`config.mk`:
```
export PLATFORM = sky130hd
export DESIGN_NAME = lap_register
export DESIGN_NICKNAME = d
export VERILOG_FILES = /design/src/rtl/lap_register.sv
export SDC_FILE = /design/constraint.sdc
export NUM_CORES = 1
export LEC_CHECK = 0
export BUFFER_PORTS_ARGS = -buffer_cell sky130_fd_sc_hd__clkbuf_2
export CAP_MARGIN = 15
export CORE_MARGIN = 10
export CORE_UTILIZATION = 50
export CTS_CLUSTER_DIAMETER = 40
export DETAILED_ROUTE_END_ITERATION = 8
export PLACE_DENSITY = 0.67
export SKIP_LAST_GASP = 1
export SYNTH_ARGS = -nofsm -noshare
export SYNTH_HDL_FRONTEND = slang
export SYNTH_SLANG_ARGS = --single-unit
```
`constraint.sdc`:
```
create_clock -name clock -period 5.7 [get_ports clock]
set_input_delay 0.57 -clock clock [delete_from_list [all_inputs] [get_ports clock]]
set_output_delay 0.57 -clock clock [all_outputs]
set_load 0.005 [all_outputs]
```
`src/rtl/lap_register.sv`:
```
// lap_register: circular lap-time store with newest-first playback for the stopwatch FSM.
// Macro LAP_OVERWRITE_EN: a save when full replaces the oldest lap; otherwise it is rejected and pulses overflow.
module lap_register #(
  parameter int DEPTH  = 8,
  parameter int TIME_W = 28,
  localparam int PTR_W = $clog2(DEPTH)
) (
  input  logic              clock,
  input  logic              reset,
  input  logic              save,
  input  logic              retrieve,
  input  logic              clear,
  input  logic [TIME_W-1:0] time_in,
  output logic              busy,
  output logic [TIME_W-1:0] time_out,
  output logic              out_valid,
  output logic [PTR_W-1:0]  lap_index,
  output logic [PTR_W:0]    count,
  output logic              full,
  output logic              empty
`ifndef LAP_OVERWRITE_EN
  ,
  output logic              overflow
`endif
);

  typedef enum logic [2:0] {
    IDLE      = 3'd0,
    WRITE     = 3'd1,
    READ      = 3'd2,
    READ_WAIT = 3'd3,
    CLR       = 3'd4
  } state_t;

  localparam logic [PTR_W-1:0] PTR_ONE  = {{(PTR_W-1){1'b0}}, 1'b1};
  localparam logic [PTR_W-1:0] PTR_LAST = {PTR_W{1'b1}};
  localparam logic [PTR_W:0]   CNT_ONE  = {{PTR_W{1'b0}}, 1'b1};
  localparam logic [PTR_W:0]   CNT_FULL = (PTR_W+1)'(DEPTH);
  localparam logic [PTR_W:0]   CNT_LAST = (PTR_W+1)'(DEPTH - 1);

  state_t              state_r;
  logic [TIME_W-1:0]   mem_r [DEPTH];
  logic [PTR_W-1:0]    wr_ptr_r;
  logic [PTR_W-1:0]    rd_idx_r;
  logic [PTR_W-1:0]    clr_ptr_r;
  logic [PTR_W:0]      count_r;
  logic [TIME_W-1:0]   save_data_r;
  logic [TIME_W-1:0]   rd_data_r;
  logic [TIME_W-1:0]   time_out_r;
  logic [PTR_W-1:0]    lap_index_r;
  logic                busy_r;
  logic                out_valid_r;
  logic                full_r;
  logic                empty_r;
  logic [PTR_W-1:0]    rd_addr_s;
  logic                save_ok_s;
`ifndef LAP_OVERWRITE_EN
  logic                overflow_r;
`endif

  // Newest entry sits just behind wr_ptr; DEPTH is a power of two so the subtraction wraps for free.
  assign rd_addr_s = wr_ptr_r - PTR_ONE - rd_idx_r;

`ifdef LAP_OVERWRITE_EN
  assign save_ok_s = 1'b1;
`else
  assign save_ok_s = ~full_r;
`endif

  // Command FSM, lap memory and all registered outputs.
  always_ff @(posedge clock) begin
    if (reset) begin
      state_r     <= IDLE;
      busy_r      <= 1'b0;
      out_valid_r <= 1'b0;
      time_out_r  <= '0;
      lap_index_r <= '0;
      wr_ptr_r    <= '0;
      rd_idx_r    <= '0;
      clr_ptr_r   <= '0;
      count_r     <= '0;
      full_r      <= 1'b0;
      empty_r     <= 1'b1;
`ifndef LAP_OVERWRITE_EN
      overflow_r  <= 1'b0;
`endif
    end else begin
      out_valid_r <= 1'b0;
`ifndef LAP_OVERWRITE_EN
      overflow_r  <= 1'b0;
`endif
      case (state_r)
        IDLE: begin
          if (clear) begin
            state_r   <= CLR;
            busy_r    <= 1'b1;
            clr_ptr_r <= '0;
          end else if (save) begin
            if (save_ok_s) begin
              save_data_r <= time_in;
              state_r     <= WRITE;
              busy_r      <= 1'b1;
            end else begin
              state_r <= IDLE;
`ifndef LAP_OVERWRITE_EN
              overflow_r <= 1'b1;
`endif
            end
          end else if (retrieve) begin
            state_r <= READ;
            busy_r  <= 1'b1;
          end else begin
            state_r <= IDLE;
          end
        end
        WRITE: begin
          mem_r[wr_ptr_r] <= save_data_r;
          wr_ptr_r        <= wr_ptr_r + PTR_ONE;
          rd_idx_r        <= '0;
          if (!full_r) begin
            count_r <= count_r + CNT_ONE;
          end
          full_r  <= full_r | (count_r == CNT_LAST);
          empty_r <= 1'b0;
          state_r <= IDLE;
          busy_r  <= 1'b0;
        end
        READ: begin
          rd_data_r <= empty_r ? '0 : mem_r[rd_addr_s];
          state_r   <= READ_WAIT;
        end
        READ_WAIT: begin
          time_out_r  <= rd_data_r;
          lap_index_r <= rd_idx_r;
          out_valid_r <= 1'b1;
          // Wrap back to the newest lap once every stored lap has been shown.
          if (({1'b0, rd_idx_r} + CNT_ONE) >= count_r) begin
            rd_idx_r <= '0;
          end else begin
            rd_idx_r <= rd_idx_r + PTR_ONE;
          end
          state_r <= IDLE;
          busy_r  <= 1'b0;
        end
        CLR: begin
          mem_r[clr_ptr_r] <= '0;
          clr_ptr_r        <= clr_ptr_r + PTR_ONE;
          if (clr_ptr_r == PTR_LAST) begin
            state_r     <= IDLE;
            busy_r      <= 1'b0;
            wr_ptr_r    <= '0;
            rd_idx_r    <= '0;
            count_r     <= '0;
            full_r      <= 1'b0;
            empty_r     <= 1'b1;
            time_out_r  <= '0;
            lap_index_r <= '0;
          end else begin
            state_r <= CLR;
          end
        end
        default: begin
          state_r <= IDLE;
          busy_r  <= 1'b0;
        end
      endcase
    end
  end

  assign busy      = busy_r;
  assign time_out  = time_out_r;
  assign out_valid = out_valid_r;
  assign lap_index = lap_index_r;
  assign count     = count_r;
  assign full      = full_r;
  assign empty     = empty_r;
`ifndef LAP_OVERWRITE_EN
  assign overflow  = overflow_r;
`endif

endmodule
```
# After elaboration in Yosys (flattened, before gate mapping)

Memory sizes are Yosys's and may differ from the RTL's. A register that Yosys moved wholly into a read port is not among the register bits.
Cells that the tools add are included.

Add/subtract/negate cells: 7
Equality and inequality tests: 11
Muxes and demuxes: 38
Order comparisons: 1
Bitwise logic cells: 7
Reduce and logical (&&, ||, !) cells: 15

Operators by type and width:

| operator                                            | number |
|---|---|
| two-way mux 28 bit                                  | 2 |
| case mux 28 bit (2 select lines)                    | 1 |
| OR reduction 28 bit                                 | 1 |
| two-way mux 3 bit                                   | 7 |
| case mux 3 bit (2 select lines)                     | 3 |
| case mux 3 bit (3 select lines)                     | 2 |
| two-way mux 1 bit                                   | 16 |
| AND reduction 2 bit                                 | 5 |
| adder 3 x 1 -> 3 bit, second input constant         | 3 |
| two-way mux 4 bit                                   | 2 |
| != test 4 bit, second input constant                | 2 |
| case mux 4 bit (2 select lines)                     | 1 |
| equality test 3 x 2 -> 1 bit, second input constant | 2 |
| equality test 3 bit, second input constant          | 2 |
| != test 2 bit, second input constant                | 3 |
| inverter 1 bit                                      | 6 |
| nonzero test 2 bit                                  | 3 |
| AND reduction 5 bit                                 | 1 |
| adder 3 x 1 -> 4 bit, second input constant         | 1 |
| adder 4 x 1 -> 4 bit, second input constant         | 1 |
| equality test 4 x 3 -> 1 bit, second input constant | 1 |
| greater-or-equal comparator 4 bit                   | 1 |
| case mux 1 bit (2 select lines)                     | 2 |
| AND reduction 4 bit                                 | 1 |
| other kinds (10)                                    | 10 |

Input port bits: 33
Memories: 1
Register bits after elaboration: 80
Output and inout port bits: 40
RAM bits: 224
Logic and storage cells: 93

Memory list:

| memory | words | bits a word | rd ports | clocked after Yosys merged registers in | wr ports | RTL line | RTL |
|---|---|---|---|---|---|---|---|
| mem_r  | 8     | 28          | 1        | 1                                       | 1        | 42       | `logic [TIME_W-1:0] mem_r [DEPTH];` |

# Depth between registers and ports, before layout

Word-level depth: 6
Depth in mapped cells: 8
Gate-level depth less buffers: 8

# Worst setup path before layout

OpenSTA, ideal clock, no wires.

Path kind: reg2reg
Start point: register state_r[2]
End point: register save_data_r[0] (enable)
Library setup time: 494 ps
Required time: 5206 ps
Slack: 1391 ps
Path buffers: 1
Cell stages (with the launch flop): 4
Clock period less this slack: 4309 ps
Data arrival time: 3815 ps
Cell sequence: dfxtp_1 clkbuf_1 nor3_1 nor4b_1

Longest elaborated chain between the ends: 2

RTL lines:

| item                          | RTL line | RTL |
|---|---|---|
| start, declared               | 41       | `state_t state_r;` |
| start signal, assigned        | 73       | `state_r <= IDLE;` |
| start signal, assigned        | 95       | `state_r <= CLR;` |
| start signal, assigned        | 101      | `state_r <= WRITE;` |
| zero test 3 bit               | 92       | `case (state_r)` |
| AND reduction 5 bit (no line) | --       |  |
| end signal, assigned          | 100      | `save_data_r <= time_in;` |
| end, declared                 | 47       | `logic [TIME_W-1:0] save_data_r;` |

Every way passes these cells.
A chain may end at the register's enable or synchronous reset.

# Worst setup path after layout

Start point: register state_r[1]
End point: memory mem_r[5][2] (enable)

Longest elaborated chain between the ends: 6
Elaborated cells on any way between the ends: 11
Those cells by class: eq/ne (2); mux (8); reduce/logical (1)

RTL lines:

| item                                                                    | RTL line | RTL |
|---|---|---|
| equality test 3 bit                                                     | 92       |  |
| two-way mux 1 bit                                                       | 92       |  |
| two-way mux 1 bit                                                       | 72       | `if (reset) begin` |
| two-way mux 1 bit (not written as such)                                 | 146      | `mem_r[clr_ptr_r] <= '0;` |
| OR reduction 28 bit (no line)                                           | --       |  |
| two-way mux 3 bit (no line) / two-way mux 1 bit (equally long branches) | --       |  |
| end, declared                                                           | 42       |  |

Several ways; a longest one is shown, not always the timed one.

==> results.yml <==
status:
  outcome: "finished clean"
yosys:
  yosysMostFrequentCell: "edfxtp_1"
  syn-num-nets: 743
  synth_top_cell_by_area: "edfxtp_1"
  synth_edf_count: 280
  synthCells: 699
  ys_types: 50
  yosys_register_bits: 332
  async_flop_share_pct: 0
  avgSynthCellArea_um2: 18.11
  netlist_area_um2: 12660
  yosysTopAreaCellShare_pct: 66.40
  ys_seq_area_share_pct: 74.62
  ys_top_cells_by_count: "280 x edfxtp_1, 60 x nand2_1, 56 x mux4_2, 52 x dfxtp_1"
  synth_ff_type: "edfxtp_1"
  synthTopCellsByArea: "edfxtp_1 66%, mux4_2 10%, dfxtp_1 8.2%"
  yosysWarningCount: 0
sta:
  drv_slew: 0
  tightest_slew_ps: 1089
  rsz0062_at_grt: "no"
  fin_skew_ps: 20.03
  timing.final.crit_period_ps: 3079
  hold_violations: 0
  fin_tns_setup_ps: 0
  fin_ws_ps: 2621
  period_share_pct: 54.01
  setup-violations-final: 0
  max_freq_ghz: 0.3248
  relSlewSlack_pct: 27.26
clock_tree:
  h-tree-depth: 2
  cts_buffers: 41
  cts-resized-gates: 0
  numClockSinks: 332
  cts_setup_buffers: 0
  root_buffer: "clkbuf_16"
  cts_tree: "done"
  ctsHoldBuffers: 0
  clkSlewWorstSetupHoldPaths_ps: 60
  clock_latency_ps: 520
  clockBufferDepth: 3
routing:
  routed-via-count: 6497
  wl_um: 25750
  post_drt_wl_per_cell_um: 22.25
  drc_errors: 0
  drt-pass1-iter-count: 5
  via_per_inst: 5.615
  ant_nets: 0
  drt_iter0_markers: 475
placement:
  dp_hpwl_um: 14310
  dp_cells: 1082
  portBuffers: 72
  place_ws_ps: 2457
  gp_congestion: 0.7718
global_routing:
  grt_pass1_vias: 6875
  grtUsageMet2_pct: 26.63
  grt_busiest_layer: "met2"
  grt_use_total_pct: 16.17
  use_met1_pct: 21.17
  grt_pass1_wl_um: 39710
  grt_antenna_before_repair: 0
  use_met3_pct: 4.149
  grt_start_max_net_pins: 57
  grt-ovfl-total: 0
min_path:
  hold_path.class: "primary input to register"
die:
  core_area_um2: 25040
  num_rows: 58
  die_h_um: 179.1
  initial_utilization_pct: 50.57
  ios: 73
  chipWidth_um: 179.1
  die_area_um2: 32090
setup_path:
  required_ps: 5850
  path_class: "register to register"
  worstPathArrival_ps: 3230
  endpoint_kind: "register"
  path_max_fanout: 28
  cp-start-kind: "register"
pwr:
  p_sw_share_pct: 21.07
  seqPwrFrac_pct: 49.0
  pwr-share-comb_pct: 4.0
  p_clk_share_pct: 47.0
  switching_power_mw: 1.150
  p_leak_nw: 5.195
  internal-power_mw: 4.307
  p_per_area_nw_per_um2: 368.4
  ir_drop_uv: 353.1
cells_and_area:
  final_util_pct: 59.16
  nets: 839
  n_antenna_cell: 0
  area_growth_pct: 16.97
  fillers: 1853
  drive_gt1_share_pct: 29.38
  final_cells: 1157
flow_run:
  timing.max_cap.violations: 0
layer usage:
metal  vias to the layer above  share of wire [%]  wire length, µm
met1                      3352                 43            11170
met2                       177                 49            12670
met4                         0                1.3              328
met5                         -                  0                0
met3                        30                6.1             1578
li1                       2938                  -                -
power by group through the flow:
stage               logic [mW]  registers (mW)  clock network (mW)
floorplan                0.160            2.72                   0
global placement         0.213            2.72                   0
detailed placement       0.222            2.72                   0
CTS                      0.223            2.67                2.61
global route             0.240            2.68                2.72
finish                   0.219            2.67                2.56
flip-flops by register name, summed over array words and instances, names as in the netlist, 3 cells and up:
register     count
clr_ptr_r        3
rd_data_r       28
state_r          3
time_out        28
rd_idx_r         3
mem_r          224
count            4
wr_ptr_r         3
save_data_r     28
lap_index        3
through the flow:
stage               instance area, µm²  hold slack (ps)  power [mW]
finish                           14810            222.1       5.457
CTS                              14810            200.7       5.504
global route                     14810            201.4       5.637
detailed placement               13420            451.0       2.946
floorplan                        12660            441.8       2.876
global placement                 13420            450.0       2.935
final timing paths:
check | start | to | slack (ps) | depth (start not counted)
worst max-delay path | state_r[1] | mem_r[5][2] | 2620 | 5
worst min register to register | rd_data_r[2] | time_out[2] | 460 | 1
worst min-delay path | time_in[21] | save_data_r[21] | 220 | 1
worst max register to register | state_r[1] | mem_r[5][2] | 2620 | 5
logic make-up (layout without fill, tap and decap cells):
logic type               after synthesis  in the layout  share of synthesized area (%)
AO/OA/AOI/OAI                         96             96                          5.534
XOR/XNOR                               7              7                         0.9288
adder cells (fa/ha/maj)               11             11                          1.146
buffers and inverters                 49            177                          1.956
flip-flops                           332            332                          74.62
multiplexers                          58             58                          10.12
AND/OR/NAND/NOR                      146            146                          5.692
cells in the final DEF, fill, tap and decap left out, types with 3 or more instances in the layout:
| master | count |
|---|---|
| edfxtp_1 | 280 |
| clkbuf_2 | 72 |
| nand2_1 | 60 |
| mux4_2 | 56 |
| dfxtp_1 | 52 |
| clkbuf_16 | 43 |
| nor2b_1 | 33 |
| a22o_1 | 33 |
| a21oi_1 | 28 |
| nor2_1 | 19 |
| buf_4 | 17 |
| inv_1 | 13 |
| nor2_2 | 9 |
| ha_1 | 9 |
| a21oi_2 | 8 |
| o21ai_0 | 6 |
| inv_6 | 6 |
| clkinv_4 | 6 |
| nand2b_1 | 5 |
| a31oi_1 | 5 |
| nor3_1 | 4 |
| xnor2_1 | 4 |
| clkinvlp_4 | 4 |
| clkinv_2 | 4 |
| clkbuf_1 | 4 |
| nor3b_1 | 3 |
| bufinv_16 | 3 |
worst max-delay path, cell delays in order (launching register included):
cell and delay, ps:
dfxtp_1 590, nor4b_4 980, buf_4 360, a31oi_1 160
nor2_2 140, buf_4 460
final cells by class:
class	count	area (µm²)	share of cell area, %
clock buffer	49	1119	7.553
clock inverter	26	269.0	1.816
inverter	13	48.80	0.3295
multi-input combinational	318	3024	20.42
sequential	332	9449	63.80
tap	330	412.9	2.788
timing repair buffer	89	488.0	3.295
No activity file was read; power rests on OpenSTA's default activity.
